===== config.mk =====
export PLATFORM = sky130hd
export DESIGN_NAME = fwd_hazard_scoreboard_flat
export DESIGN_NICKNAME = d
export VERILOG_FILES = /design/src/rtl/fwd_hazard_scoreboard_if.sv /design/src/rtl/fwd_hazard_scoreboard.sv /design/src/flat_wrapper.sv
export SDC_FILE = /design/constraint.sdc
export NUM_CORES = 1
export LEC_CHECK = 0
export CAP_MARGIN = 30
export CELL_PAD_IN_SITES_DETAIL_PLACEMENT = 1
export CELL_PAD_IN_SITES_GLOBAL_PLACEMENT = 2
export CORE_MARGIN = 2
export CORE_UTILIZATION = 30
export DETAILED_ROUTE_END_ITERATION = 7
export DONT_BUFFER_PORTS = 1
export PLACE_DENSITY = 0.74
export SLEW_MARGIN = 15
export SYNTH_ARGS = -nofsm -noshare
export SYNTH_HDL_FRONTEND = slang
export SYNTH_SLANG_ARGS = --single-unit

===== constraint.sdc =====
create_clock -name clk -period 3.6 [get_ports clk]
set_clock_uncertainty 0.05 [all_clocks]
set_input_delay 1.08 -clock clk [delete_from_list [all_inputs] [get_ports clk]]
set_output_delay 1.08 -clock clk [all_outputs]
set_load 0.02 [all_outputs]

===== src/rtl/fwd_hazard_scoreboard_if.sv =====
`default_nettype none
// ============================================================================
// Module : fwd_hazard_scoreboard_if
// Brief  : ID-stage request / forwarding-response bundle between the decode
//          stage (master) and the forwarding/hazard unit (slave).
// Rev    : 1.0  initial release
// ============================================================================
interface fwd_hazard_scoreboard_if #(
  parameter int NUM_SRC = 2,
  parameter int DEPTH   = 3,
  parameter int REG_AW  = 5,
  parameter int LAT_W   = 2,
  parameter int CNT_W   = 32,
  localparam int SEL_W  = $clog2(DEPTH + 1)
) ();
  logic                      id_valid;
  logic [NUM_SRC*REG_AW-1:0] id_rs_addr;
  logic [NUM_SRC-1:0]        id_rs_used;
  logic [REG_AW-1:0]         id_rd;
  logic                      id_we;
  logic [LAT_W-1:0]          id_lat;
  logic                      hold;
  logic                      flush;
  logic [NUM_SRC*SEL_W-1:0]  fwd_sel;
  logic                      stall;
  logic                      issue;
  logic [CNT_W-1:0]          stall_count;

  modport master (
    output id_valid, id_rs_addr, id_rs_used, id_rd, id_we, id_lat, hold, flush,
    input  fwd_sel, stall, issue, stall_count
  );

  modport slave (
    input  id_valid, id_rs_addr, id_rs_used, id_rd, id_we, id_lat, hold, flush,
    output fwd_sel, stall, issue, stall_count
  );
endinterface
`default_nettype wire


===== src/rtl/fwd_hazard_scoreboard.sv =====
`default_nettype none
// ============================================================================
// Module : fwd_hazard_scoreboard
// Brief  : Shift-register scoreboard of in-flight register writes; produces
//          per-operand bypass selects, a hazard stall and a saturating
//          stall-cycle counter.
// Rev    : 1.0  initial release
// ============================================================================
module fwd_hazard_scoreboard #(
  parameter int NUM_SRC = 2,
  parameter int DEPTH   = 3,
  parameter int REG_AW  = 5,
  parameter int LAT_W   = 2,
  parameter int CNT_W   = 32,
  localparam int SEL_W  = $clog2(DEPTH + 1)
) (
  input  wire logic clk,
  input  wire logic rst,
  fwd_hazard_scoreboard_if.slave bus
);

  // Scoreboard entries: index 0 is the instruction in EX, DEPTH-1 is in WB.
  logic              ent_v   [DEPTH];
  logic [REG_AW-1:0] ent_rd  [DEPTH];
  logic [LAT_W-1:0]  ent_lat [DEPTH];

  logic [NUM_SRC*SEL_W-1:0] sel;
  logic                     stall;
  logic                     issue;
  logic [LAT_W-1:0]         lat_in;
  logic [CNT_W-1:0]         stall_count;

  // Latencies beyond the last tracked stage behave as "ready in WB".
  always_comb begin
    lat_in = (int'(bus.id_lat) > DEPTH - 1) ? LAT_W'(DEPTH - 1) : bus.id_lat;
  end

  // Per-operand youngest-producer search; a younger unready match blocks older ones.
  always_comb begin
    logic [REG_AW-1:0] rs;
    logic              found;
    sel   = '0;
    stall = 1'b0;
    rs    = '0;
    found = 1'b0;
    for (int k = 0; k < NUM_SRC; k++) begin
      rs    = bus.id_rs_addr[k*REG_AW +: REG_AW];
      found = 1'b0;
      if (bus.id_valid && bus.id_rs_used[k] && rs != '0) begin
        for (int i = 0; i < DEPTH; i++) begin
          if (!found && ent_v[i] && ent_rd[i] == rs) begin
            found = 1'b1;
            if (int'(ent_lat[i]) <= i) begin
              sel[k*SEL_W +: SEL_W] = SEL_W'(i + 1);
            end else begin
              stall = 1'b1;
            end
          end
        end
      end
    end
  end

  assign issue = bus.id_valid && !stall && !bus.hold && !bus.flush;

  // Advance the scoreboard unless frozen; a non-issuing cycle inserts a bubble.
  always_ff @(posedge clk) begin
    if (rst) begin
      for (int i = 0; i < DEPTH; i++) begin
        ent_v[i]   <= 1'b0;
        ent_rd[i]  <= '0;
        ent_lat[i] <= '0;
      end
    end else if (!bus.hold) begin
      for (int i = DEPTH - 1; i > 0; i--) begin
        ent_v[i]   <= ent_v[i-1];
        ent_rd[i]  <= ent_rd[i-1];
        ent_lat[i] <= ent_lat[i-1];
      end
      ent_v[0]   <= issue && bus.id_we && (bus.id_rd != '0);
      ent_rd[0]  <= issue ? bus.id_rd : '0;
      ent_lat[0] <= issue ? lat_in : '0;
    end
  end

  // Count cycles lost purely to data hazards; saturate instead of wrapping.
  always_ff @(posedge clk) begin
    if (rst) begin
      stall_count <= '0;
    end else if (bus.id_valid && stall && !bus.hold && !bus.flush &&
                 stall_count != {CNT_W{1'b1}}) begin
      stall_count <= stall_count + CNT_W'(1);
    end
  end

  assign bus.fwd_sel     = sel;
  assign bus.stall       = stall;
  assign bus.issue       = issue;
  assign bus.stall_count = stall_count;

endmodule
`default_nettype wire


===== src/flat_wrapper.sv =====
// flat-port wrapper written by rule: the top's interface ports become plain ports
module fwd_hazard_scoreboard_flat 
#(
  parameter int NUM_SRC = 2,
  parameter int DEPTH   = 3,
  parameter int REG_AW  = 5,
  parameter int LAT_W   = 2,
  parameter int CNT_W   = 32,
  localparam int SEL_W  = $clog2(DEPTH + 1)
)
  (clk, rst, bus_id_valid, bus_id_rs_addr, bus_id_rs_used, bus_id_rd, bus_id_we, bus_id_lat, bus_hold, bus_flush, bus_fwd_sel, bus_stall, bus_issue, bus_stall_count);
  fwd_hazard_scoreboard_if #(.NUM_SRC(NUM_SRC), .DEPTH(DEPTH), .REG_AW(REG_AW), .LAT_W(LAT_W), .CNT_W(CNT_W)) bus_i ();
  input  wire logic clk;
  input  wire logic rst;
  input wire logic [$bits(bus_i.id_valid)-1:0] bus_id_valid;
  input wire logic [$bits(bus_i.id_rs_addr)-1:0] bus_id_rs_addr;
  input wire logic [$bits(bus_i.id_rs_used)-1:0] bus_id_rs_used;
  input wire logic [$bits(bus_i.id_rd)-1:0] bus_id_rd;
  input wire logic [$bits(bus_i.id_we)-1:0] bus_id_we;
  input wire logic [$bits(bus_i.id_lat)-1:0] bus_id_lat;
  input wire logic [$bits(bus_i.hold)-1:0] bus_hold;
  input wire logic [$bits(bus_i.flush)-1:0] bus_flush;
  output wire logic [$bits(bus_i.fwd_sel)-1:0] bus_fwd_sel;
  output wire logic [$bits(bus_i.stall)-1:0] bus_stall;
  output wire logic [$bits(bus_i.issue)-1:0] bus_issue;
  output wire logic [$bits(bus_i.stall_count)-1:0] bus_stall_count;
  assign bus_i.id_valid = bus_id_valid;
  assign bus_i.id_rs_addr = bus_id_rs_addr;
  assign bus_i.id_rs_used = bus_id_rs_used;
  assign bus_i.id_rd = bus_id_rd;
  assign bus_i.id_we = bus_id_we;
  assign bus_i.id_lat = bus_id_lat;
  assign bus_i.hold = bus_hold;
  assign bus_i.flush = bus_flush;
  assign bus_fwd_sel = bus_i.fwd_sel;
  assign bus_stall = bus_i.stall;
  assign bus_issue = bus_i.issue;
  assign bus_stall_count = bus_i.stall_count;
  fwd_hazard_scoreboard #(.NUM_SRC(NUM_SRC), .DEPTH(DEPTH), .REG_AW(REG_AW), .LAT_W(LAT_W), .CNT_W(CNT_W)) u_core (.clk(clk), .rst(rst), .bus(bus_i));
endmodule

# == After elaboration in Yosys (flattened, before gate mapping) ==
# Memory sizes are Yosys's and may differ from the RTL's.
# Cells that the tools add are included.
# classes
addsub,1
magnitude_cmp,4
n_eq_ne,7
mux,54
bitwise_logic,9
n_reduce_logical,33
# ops
operator,count
$mux 2,17
$mux 1,33
$add 32x1->32 const B,1
$ne 32x32->1 const B,1
$eq 5x5->1,6
$logic_and 1x1->1,23
$mux 5,4
$reduce_bool 5->1,3
$or 1x1->1,9
$logic_not 1->1,7
$le 2x1->1 const B,2
$gt 2x2->1 const B,1
$le 2x2->1 const B,1
# word_totals
register_bits,32
ram_bits,24
inputBits,25
out_inout_bits,38
wordCells,112
n_memories,3
# memory_table
name,words,word_bits,rd,rd_clocked_by_memory_dff,write_ports,line_no,source
u_core.ent_rd,3,5,3,0,3,fwd_hazard_scoreboard.sv:24,logic [REG_AW-1:0] ent_rd [DEPTH];
u_core.ent_lat,3,2,3,0,3,fwd_hazard_scoreboard.sv:25,logic [LAT_W-1:0] ent_lat [DEPTH];
u_core.ent_v,3,1,3,0,3,fwd_hazard_scoreboard.sv:23,logic ent_v [DEPTH];

# == Logic depth before layout (Yosys ltp) ==
# Gate-level depths: netlist (run 1).
# An unclocked memory read counts as a cell.
# logic_depth
ltp_word,29
ltp_mapped,10
ltp_nobuf,8

# == Least setup slack after synthesis (run 1) ==
# No wires, ideal clock.
# synth_path
kind,input -> output
from,in bus_id_rs_addr[1]
to,out bus_issue
t_arrival_ps,2582
t_required_ps,2470
path_slack_ps,-112
cell_stages,6
n_path_buf,0
path_cell_list,or4_1 > o211ai_1 > a21oi_1 > a22o_1 > nand2b_1 > inv_1
# synth_between
elab_chain_cells,25
# synth_lines
item,line_no,source
from (decl),flat_wrapper.sv:16,input wire logic [$bits(bus_i.id_rs_addr)-1:0] bus_id_rs_addr;
$eq 5x5->1,fwd_hazard_scoreboard.sv:51,if (!found && ent_v[i] && ent_rd[i] == rs) begin
$logic_and 1x1->1,fwd_hazard_scoreboard.sv:51,
$mux 1,fwd_hazard_scoreboard.sv:51,
$mux 1,fwd_hazard_scoreboard.sv:49,if (bus.id_valid && bus.id_rs_used[k] && rs != '0) begin
$logic_not 1->1,fwd_hazard_scoreboard.sv:51,
$logic_and 1x1->1 (2 in a row),fwd_hazard_scoreboard.sv:51,
$mux 1,fwd_hazard_scoreboard.sv:51,
$mux 1,fwd_hazard_scoreboard.sv:49,
[7 not listed],n/a,
$mux 1,fwd_hazard_scoreboard.sv:53,if (int'(ent_lat[i]) <= i) begin
$mux 1,fwd_hazard_scoreboard.sv:51,
$mux 1,fwd_hazard_scoreboard.sv:53,
$mux 1,fwd_hazard_scoreboard.sv:51,
$mux 1 *,fwd_hazard_scoreboard.sv:49,
via bus_stall,flat_wrapper.sv:24,output wire logic [$bits(bus_i.stall)-1:0] bus_stall;
$logic_not 1->1 *,fwd_hazard_scoreboard.sv:64,assign issue = bus.id_valid && !stall && !bus.hold && !bus.flush;
$logic_and 1x1->1 * (3 in a row),fwd_hazard_scoreboard.sv:64,
to (decl),flat_wrapper.sv:25,output wire logic [$bits(bus_i.issue)-1:0] bus_issue;
# Mark *: on every way through the listed nets, which the timed path passes. The rest lies on a longest branch. The select of a mux whose other input is x is not followed.

# == Final worst setup path (run 1) ==
# layout_path
from,in bus_id_rs_addr[3]
to,out bus_issue
# layout_between
elab_chain_cells,25
# layout_lines
item,line_no
$eq 5x5->1,fwd_hazard_scoreboard.sv:51
$logic_and 1x1->1,fwd_hazard_scoreboard.sv:51
$mux 1,fwd_hazard_scoreboard.sv:51
$mux 1,fwd_hazard_scoreboard.sv:49
$logic_not 1->1,fwd_hazard_scoreboard.sv:51
$logic_and 1x1->1 (2 in a row),fwd_hazard_scoreboard.sv:51
$mux 1,fwd_hazard_scoreboard.sv:51
$mux 1,fwd_hazard_scoreboard.sv:49
[6 not listed],n/a
$mux 1,fwd_hazard_scoreboard.sv:51
$mux 1,fwd_hazard_scoreboard.sv:53
$mux 1,fwd_hazard_scoreboard.sv:51
$mux 1,fwd_hazard_scoreboard.sv:53
$mux 1,fwd_hazard_scoreboard.sv:51
$mux 1 *,fwd_hazard_scoreboard.sv:49
$logic_not 1->1 *,fwd_hazard_scoreboard.sv:64
$logic_and 1x1->1 * (3 in a row),fwd_hazard_scoreboard.sv:64
# Every way passes the cells marked *; elsewhere a longest branch is shown, timed or not. The select of a mux whose other input is x is not followed.

==> metrics.cfg, run 1 <==
[power_and_ir_drop]
p_leak_nw = 1.16
total_power_w = 0.00112
clkPwrFrac_pct = 31.9
peakVddDrop_uv = 171
p_seq_share_pct = 61.7
netSwitchingFraction_pct = 24.6
internal-power_w = 0.000846
switchingPower_w = 0.000276
combinationalPowerShare_pct = 6.4
p_per_area_mw_per_mm2 = 322

[timing]
slew-limit-headroom_pct = 52.7
setup_viol = 0
rsz0062_at_grt = yes
max_freq_ghz = 0.282
min_period_ns = 3.55
drv_slew = 0
hold_viol_final = 0
period_share_pct = 98.6
tightestPinTransition_ns = 0.707

[floorplan]
rows = 37
start_util_pct = 30.8
die_area_sq_mm = 0.0115
fp.dieH_um = 107
core_sq_mm = 0.0103
die_w_um = 107
io_pins = 63

[layout]
area.growth.synth_to_final_pct = 9.35
final_area_sq_mm = 0.00348
nNetsFinal = 374
n_antenna_cell = 0
instances_no_fill = 485
layout-drive-gt1-share_pct = 11.2
fillers = 1214
postLayoutCoreUtil_pct = 33.7

[grt]
track_usage_pct = 14.6
grt_max_degree = 58
first_global_vias = 2629
overflow = 0
grt_pass1_wl_um = 13400
antenna_found_initial = 0

[logic_synthesis]
yosys.area_share.simple_pct = 29.7
async_reset_ff_share_pct = 0
postSynthCellCount = 346
synth_top_family_by_area = simple AND/OR/NAND/NOR gates
ys_warn_count = 0
ys_seq_elements = 56
netlist_area_sq_mm = 0.00318
synthAdderAreaFrac_pct = 0.393
syn_avg_cell_area_sq_um = 9.20
syn_nets = 372
synth-xor-area-share_pct = 8.25
ys_types = 50
yosysSeqAreaShare_pct = 42.8
synth_compound_area_share_pct = 12.9
muxShareOfSynthArea_pct = 2.40
synth_edf_count = 24
synthFlopType = dfxtp_1

[cts]
clock_path_buffers = 2
tritoncts = built
clk_latency_ns = 0.31
cts.clk_slew.worst_paths_ns = 0.11
htree_levels = 2
root_buffer = clkbuf_8
clock-sinks = 56
cts_hold_buf = 0
numCtsBuffers = 5

[status]
outcome = finished, final reports clean

[worst_setup_path]
rr_worst_depth = 8
end_kind = output port
startpoint_type = input port
arrival_ns = 2.42
cp.required_ns = 2.47
cp_max_fo = 4
crit_type = input port to output port

[placement]
place_inst = 476
io_buffers = 0
gp_congestion = 0.790
place_area_sq_mm = 0.00337
hpwl_um = 6180

[detailed_routing]
routed_wl_um = 8220
wl_per_cell_um = 17.0
via_count = 2597
dr.pass1.iters = 4
drc = 0
ant_nets = 0
vias_per_cell = 5.35
drtIter0Drc = 80

[flow_run]
drv_cap = 0

[hold_path]
hold_path_depth = 1
min_path_type = flip-flop to flip-flop

==> logic make-up after synthesis <==
| family | after synthesis |
|---|---|
| buffers and inverters | 23 |
| AOI/OAI and AO/OA | 68 |
| DFF | 56 |
| adders and majority gates | 1 |
| xor gates and xnor gates | 30 |
| and+or+nand+nor | 161 |
| muxes | 7 |
==> cells in the mapped netlist (all sizes together), types with 2 or more instances <==
| library cell | instances | area, sq um |
|---|---|---|
| dfxtp | 32 | 641 |
| a21oi | 28 | 140 |
| and2 | 26 | 165 |
| edfxtp | 24 | 721 |
| or3 | 23 | 144 |
| o21ai | 22 | 110 |
| nor2 | 18 | 67.6 |
| xor2 | 18 | 158 |
| nand3 | 17 | 85.1 |
| nand2 | 16 | 60.1 |
| nand4 | 12 | 75.1 |
| xnor2 | 12 | 105 |
| clkbuf | 11 | 43.8 |
| and3 | 9 | 66.3 |
| nor3 | 8 | 45.0 |
| inv | 7 | 26.3 |
| and4 | 6 | 55.1 |
| nor2b | 6 | 37.5 |
| buf | 5 | 43.8 |
| mux2 | 5 | 56.3 |
| nor4 | 5 | 31.3 |
| o31ai | 5 | 37.5 |
| or4 | 5 | 37.5 |
| nand2b | 3 | 18.8 |
| a211oi | 2 | 20.0 |
| mux2i | 2 | 20.0 |
| o311a | 2 | 20.0 |
| or2 | 2 | 12.5 |
| or4b | 2 | 20.0 |
==> critical path: stages <==
cell and delay [ns]:
xor2_1 0.15, nor3_2 0.26, nand3_1 0.13, a211o_2 0.33, a22o_2 0.24, nand2b_4 0.15, inv_4 0.07
==> flip-flops by register name, indices dropped and copies added, names as in the netlist <==
signal                  count
u_core.ent_v                3
u_core.bus.stall_count     32
u_core.ent_rd              15
u_core.ent_lat              6
==> power groups by stage <==
stage	clock network, W	logic [W]	registers, W
final	0.000358	0.0000718	0.000692
after global routing	0.000396	0.0000802	0.000695
after CTS	0.000373	0.0000710	0.000693
after detailed placement	0	0.0000686	0.000707
after global placement	0	0.0000659	0.000707
after floorplan	0	0.0000580	0.000702
==> stage by stage <==
| step | TNS (ns) | hold WS [ns] | setup slack, ns |
|---|---|---|---|
| after global routing | -0.0335 | 0.527 | -0.0335 |
| final | 0 | 0.504 | 0.0521 |
| after floorplan | -0.0155 | 0.447 | -0.0155 |
| after detailed placement | -0.0998 | 0.480 | -0.0739 |
| after CTS | 0 | 0.513 | 0.00298 |
| after global placement | 0 | 0.468 | 0.0203 |
==> timing repair <==
item / 4_1_cts / 5_1_grt
setup buffers: 1 / 0
pin swaps: 1 / 1
resized for setup: 2 / 3
endpoints found under the setup margin: 2 / 4
==> cells in the final DEF, fill, tap and decap left out, types with 4 or more instances in the layout <==
master	count
nor2_1	18
or4_1	4
xnor2_1	12
o21ai_0	22
or3_1	23
edfxtp_1	24
a21oi_1	28
o31ai_1	5
nor4_1	4
nor2b_1	6
mux2_2	5
nor3_1	6
clkbuf_8	5
xor2_1	18
and2_1	25
inv_1	6
nand3_1	17
nand2_1	16
dfxtp_1	32
nand4_1	12
and4_1	5
buf_4	10
and3_1	7
==> final cells by class <==
| class | instances | area (sq um) | share of cell area [%] |
|---|---|---|---|
| clock buffers | 5 | 68.8 | 1.98 |
| repair buffers | 11 | 95.1 | 2.73 |
| flip-flops and latches | 56 | 1360 | 39.1 |
| well taps | 136 | 170 | 4.89 |
| inverters | 7 | 28.8 | 0.826 |
| clock inverters | 3 | 18.8 | 0.539 |
| multi-input cells | 267 | 1740 | 49.9 |
==> layer usage <==
layer	up-vias	GRT usage, %	part of all wire (%)
li1	1277	-	-
met1	1271	18.0	44
met2	43	26.1	51
met3	6	3.22	4.3
met4	0	2.97	0.92
met5	-	0	0
==> path summary, 6_finish.rpt <==
kind / to / slack [ns] / startpoint
setup / recovery: bus_issue / 0.05 / bus_id_rs_addr[3]
hold / removal: u_core.ent_lat[0][4] / 0.50 / u_core.ent_lat[0][2]
hold reg to reg: u_core.ent_lat[0][4] / 0.50 / u_core.ent_lat[0][2]
setup reg to reg: u_core.bus.stall_count[30] / 0.93 / u_core.bus.stall_count[0]
Power figures use the tool's default switching activity.
==> run 2: changes to the inputs <==
Settings changed: CORE_UTILIZATION 30 to 38, PLACE_DENSITY 0.74 to 0.88.
==> run 2 against run 1 <==
Non-clock buffer count fell by 1. Critical path depth down 1. Global-route usage grew 3.4 points. Sequential share of layout area is 0.43 points higher. Critical endpoint unchanged. Fmax hardly changed. Clock-buffer cell count is the same. Die area fell by 20%. Total power is 0.69% lower. Highest routed layer unchanged. Largest power group unchanged. Routed wire length is 3.1% lower. Register-to-register slack about the same.
==> metrics.cfg, run 2 (synthesized netlist as in run 1, its figures left out) <==
[status]
outcome = finished, final reports clean

[floorplan]
io_pins = 63
fp.dieH_um = 95.5
die_w_um = 95.5
start_util_pct = 39.0
core_sq_mm = 0.00818
rows = 33
die_area_sq_mm = 0.00913

[cts]
tritoncts = built
clk_latency_ns = 0.31
clock-sinks = 56
cts_setup_buffers = 0
cts_hold_buf = 0
numCtsBuffers = 5
cts.clk_slew.worst_paths_ns = 0.09
htree_levels = 2
clock_path_buffers = 2
root_buffer = clkbuf_8

[hold_path]
hold_end = u_core.ent_lat[0][4]
hp-start = u_core.ent_lat[0][2]
min_path_type = flip-flop to flip-flop
hold_path_depth = 1

[layout]
top_register = u_core.bus.stall_count
final_cell_mix = dfxtp_1, a21oi_1, and2_1
top_regs = u_core.bus.stall_count x32, u_core.ent_rd x15, u_core.ent_lat x6
fillers = 966
largest_reg_flops = 32
layout_commonest_cell = dfxtp_1
area.growth.synth_to_final_pct = 8.17
n_antenna_cell = 0
instances_no_fill = 453
nNetsFinal = 373
layout-drive-gt1-share_pct = 11.2

[worst_setup_path]
crit_start = bus_id_rs_addr[1]
end_kind = output port
path_cells = or4_1 -> o211ai_1 -> a21oi_1 -> a22o_2 -> nand2b_4 -> inv_4
cp.required_ns = 2.47
startpoint_type = input port
crit_slowest_cell = or4_1
rr_worst_depth = 9
crit_buf_inv = 1
r2r_start = u_core.ent_rd[0][4]
r2r-end = u_core.bus.stall_count[25]
cp_max_fo = 4
critical-path-top-delay-family = simple AND/OR/NAND/NOR gates
arrival_ns = 2.42
max_stage_delay_ns = 0.52
crit_type = input port to output port
ff2ff_setup_slack_ns = 0.92

[grt]
overflow = 0
antenna_found_initial = 0
first_global_vias = 2662
grt_max_degree = 58
track_usage_pct = 18.0
grt_pass1_wl_um = 12800

[power_and_ir_drop]
switchingPower_w = 0.000266
netSwitchingFraction_pct = 23.9
p_leak_nw = 1.16
p_seq_share_pct = 62.2
peakVddDrop_uv = 195
p_per_area_mw_per_mm2 = 323
clkPwrFrac_pct = 31.4
internal-power_w = 0.000848
combinationalPowerShare_pct = 6.4

[timing]
period_share_pct = 98.6
slew-limit-headroom_pct = 54.9
setup_viol = 0
hold_viol_final = 0
tightestPinTransition_ns = 0.674
drv_slew = 0
min_period_ns = 3.55
rsz0062_at_grt = yes
setup_tns_ns = 0
max_freq_ghz = 0.282

[detailed_routing]
drc = 0
dr.pass1.iters = 4
drtIter0Drc = 49
wl_per_cell_um = 17.6
vias_per_cell = 5.69
routed_wl_um = 7970
via_count = 2576
ant_nets = 0

[placement]
hpwl_um = 6070
io_buffers = 0
place_inst = 445
gp_congestion = 0.712

[flow_run]
drv_cap = 0

## run 2: routing by layer
| layer | routed length (um) | global-route usage [%] |
|---|---|---|
| met4 | 79 | 5.36 |
| met5 | 0 | 0 |
| met2 | 4150 | 33.0 |
| met1 | 3400 | 20.5 |
| met3 | 344 | 4.27 |
## run 2: how the worst max path moves through the flow
stage	end	slack [ns]	cells past startpoint
finish	bus_issue	0.05	6
global placement	bus_issue	0.03	7
global route	bus_issue	-0.009	7
CTS	bus_issue	0.0008	7
detailed placement	bus_issue	0.01	7
floorplan	bus_issue	-0.02	6
## run 2: timing repair
action                                  4_1_cts  5_1_grt
hold endpoints to repair                      0        0
endpoints found under the setup margin        0        5
gates resized for setup                       0        5
## run 2: cell type report
cell class              count  area [sq um]  area share [%]
multi-input cells         267          1740            50.6
flip-flops and latches     56          1360            39.5
well taps                 105           131            3.81
repair buffers             10          87.6            2.54
clock buffers               5          68.8            2.00
inverters                   7          28.8           0.835
clock inverters             3          23.8           0.690
## run 2: worst register-to-register path: stages (launching register included)
cell and delay [ns]:
edfxtp_1 0.48, xor2_1 0.21, nor4_2 0.31, nand3_1 0.15, buf_4 0.17, o221ai_1 0.09, a32oi_2 0.19, buf_12 0.22
nor4_1 0.34, mux2_2 0.37
## run 2: power by group through the flow
stage / logic, W / registers, W / clock network, W
finish: 0.0000713 / 0.000693 / 0.000350
CTS: 0.0000684 / 0.000693 / 0.000364
global placement: 0.0000660 / 0.000706 / 0
global route: 0.0000806 / 0.000695 / 0.000382
floorplan: 0.0000580 / 0.000702 / 0
detailed placement: 0.0000680 / 0.000707 / 0
## run 2: stage by stage
| step | cell area [sq um] | utilization, % | power [W] | hold WS, ns | setup slack [ns] |
|---|---|---|---|---|---|
| finish | 3440 | 42.1 | 0.00111 | 0.525 | 0.0520 |
| detailed placement | 3330 | 40.7 | 0.000775 | 0.494 | 0.00972 |
| CTS | 3420 | 41.8 | 0.00113 | 0.525 | 0.000818 |
| floorplan | 3200 | - | 0.000760 | 0.447 | -0.0155 |
| global placement | 3330 | 40.7 | 0.000772 | 0.469 | 0.0271 |
| global route | 3440 | 42.1 | 0.00116 | 0.540 | -0.00907 |
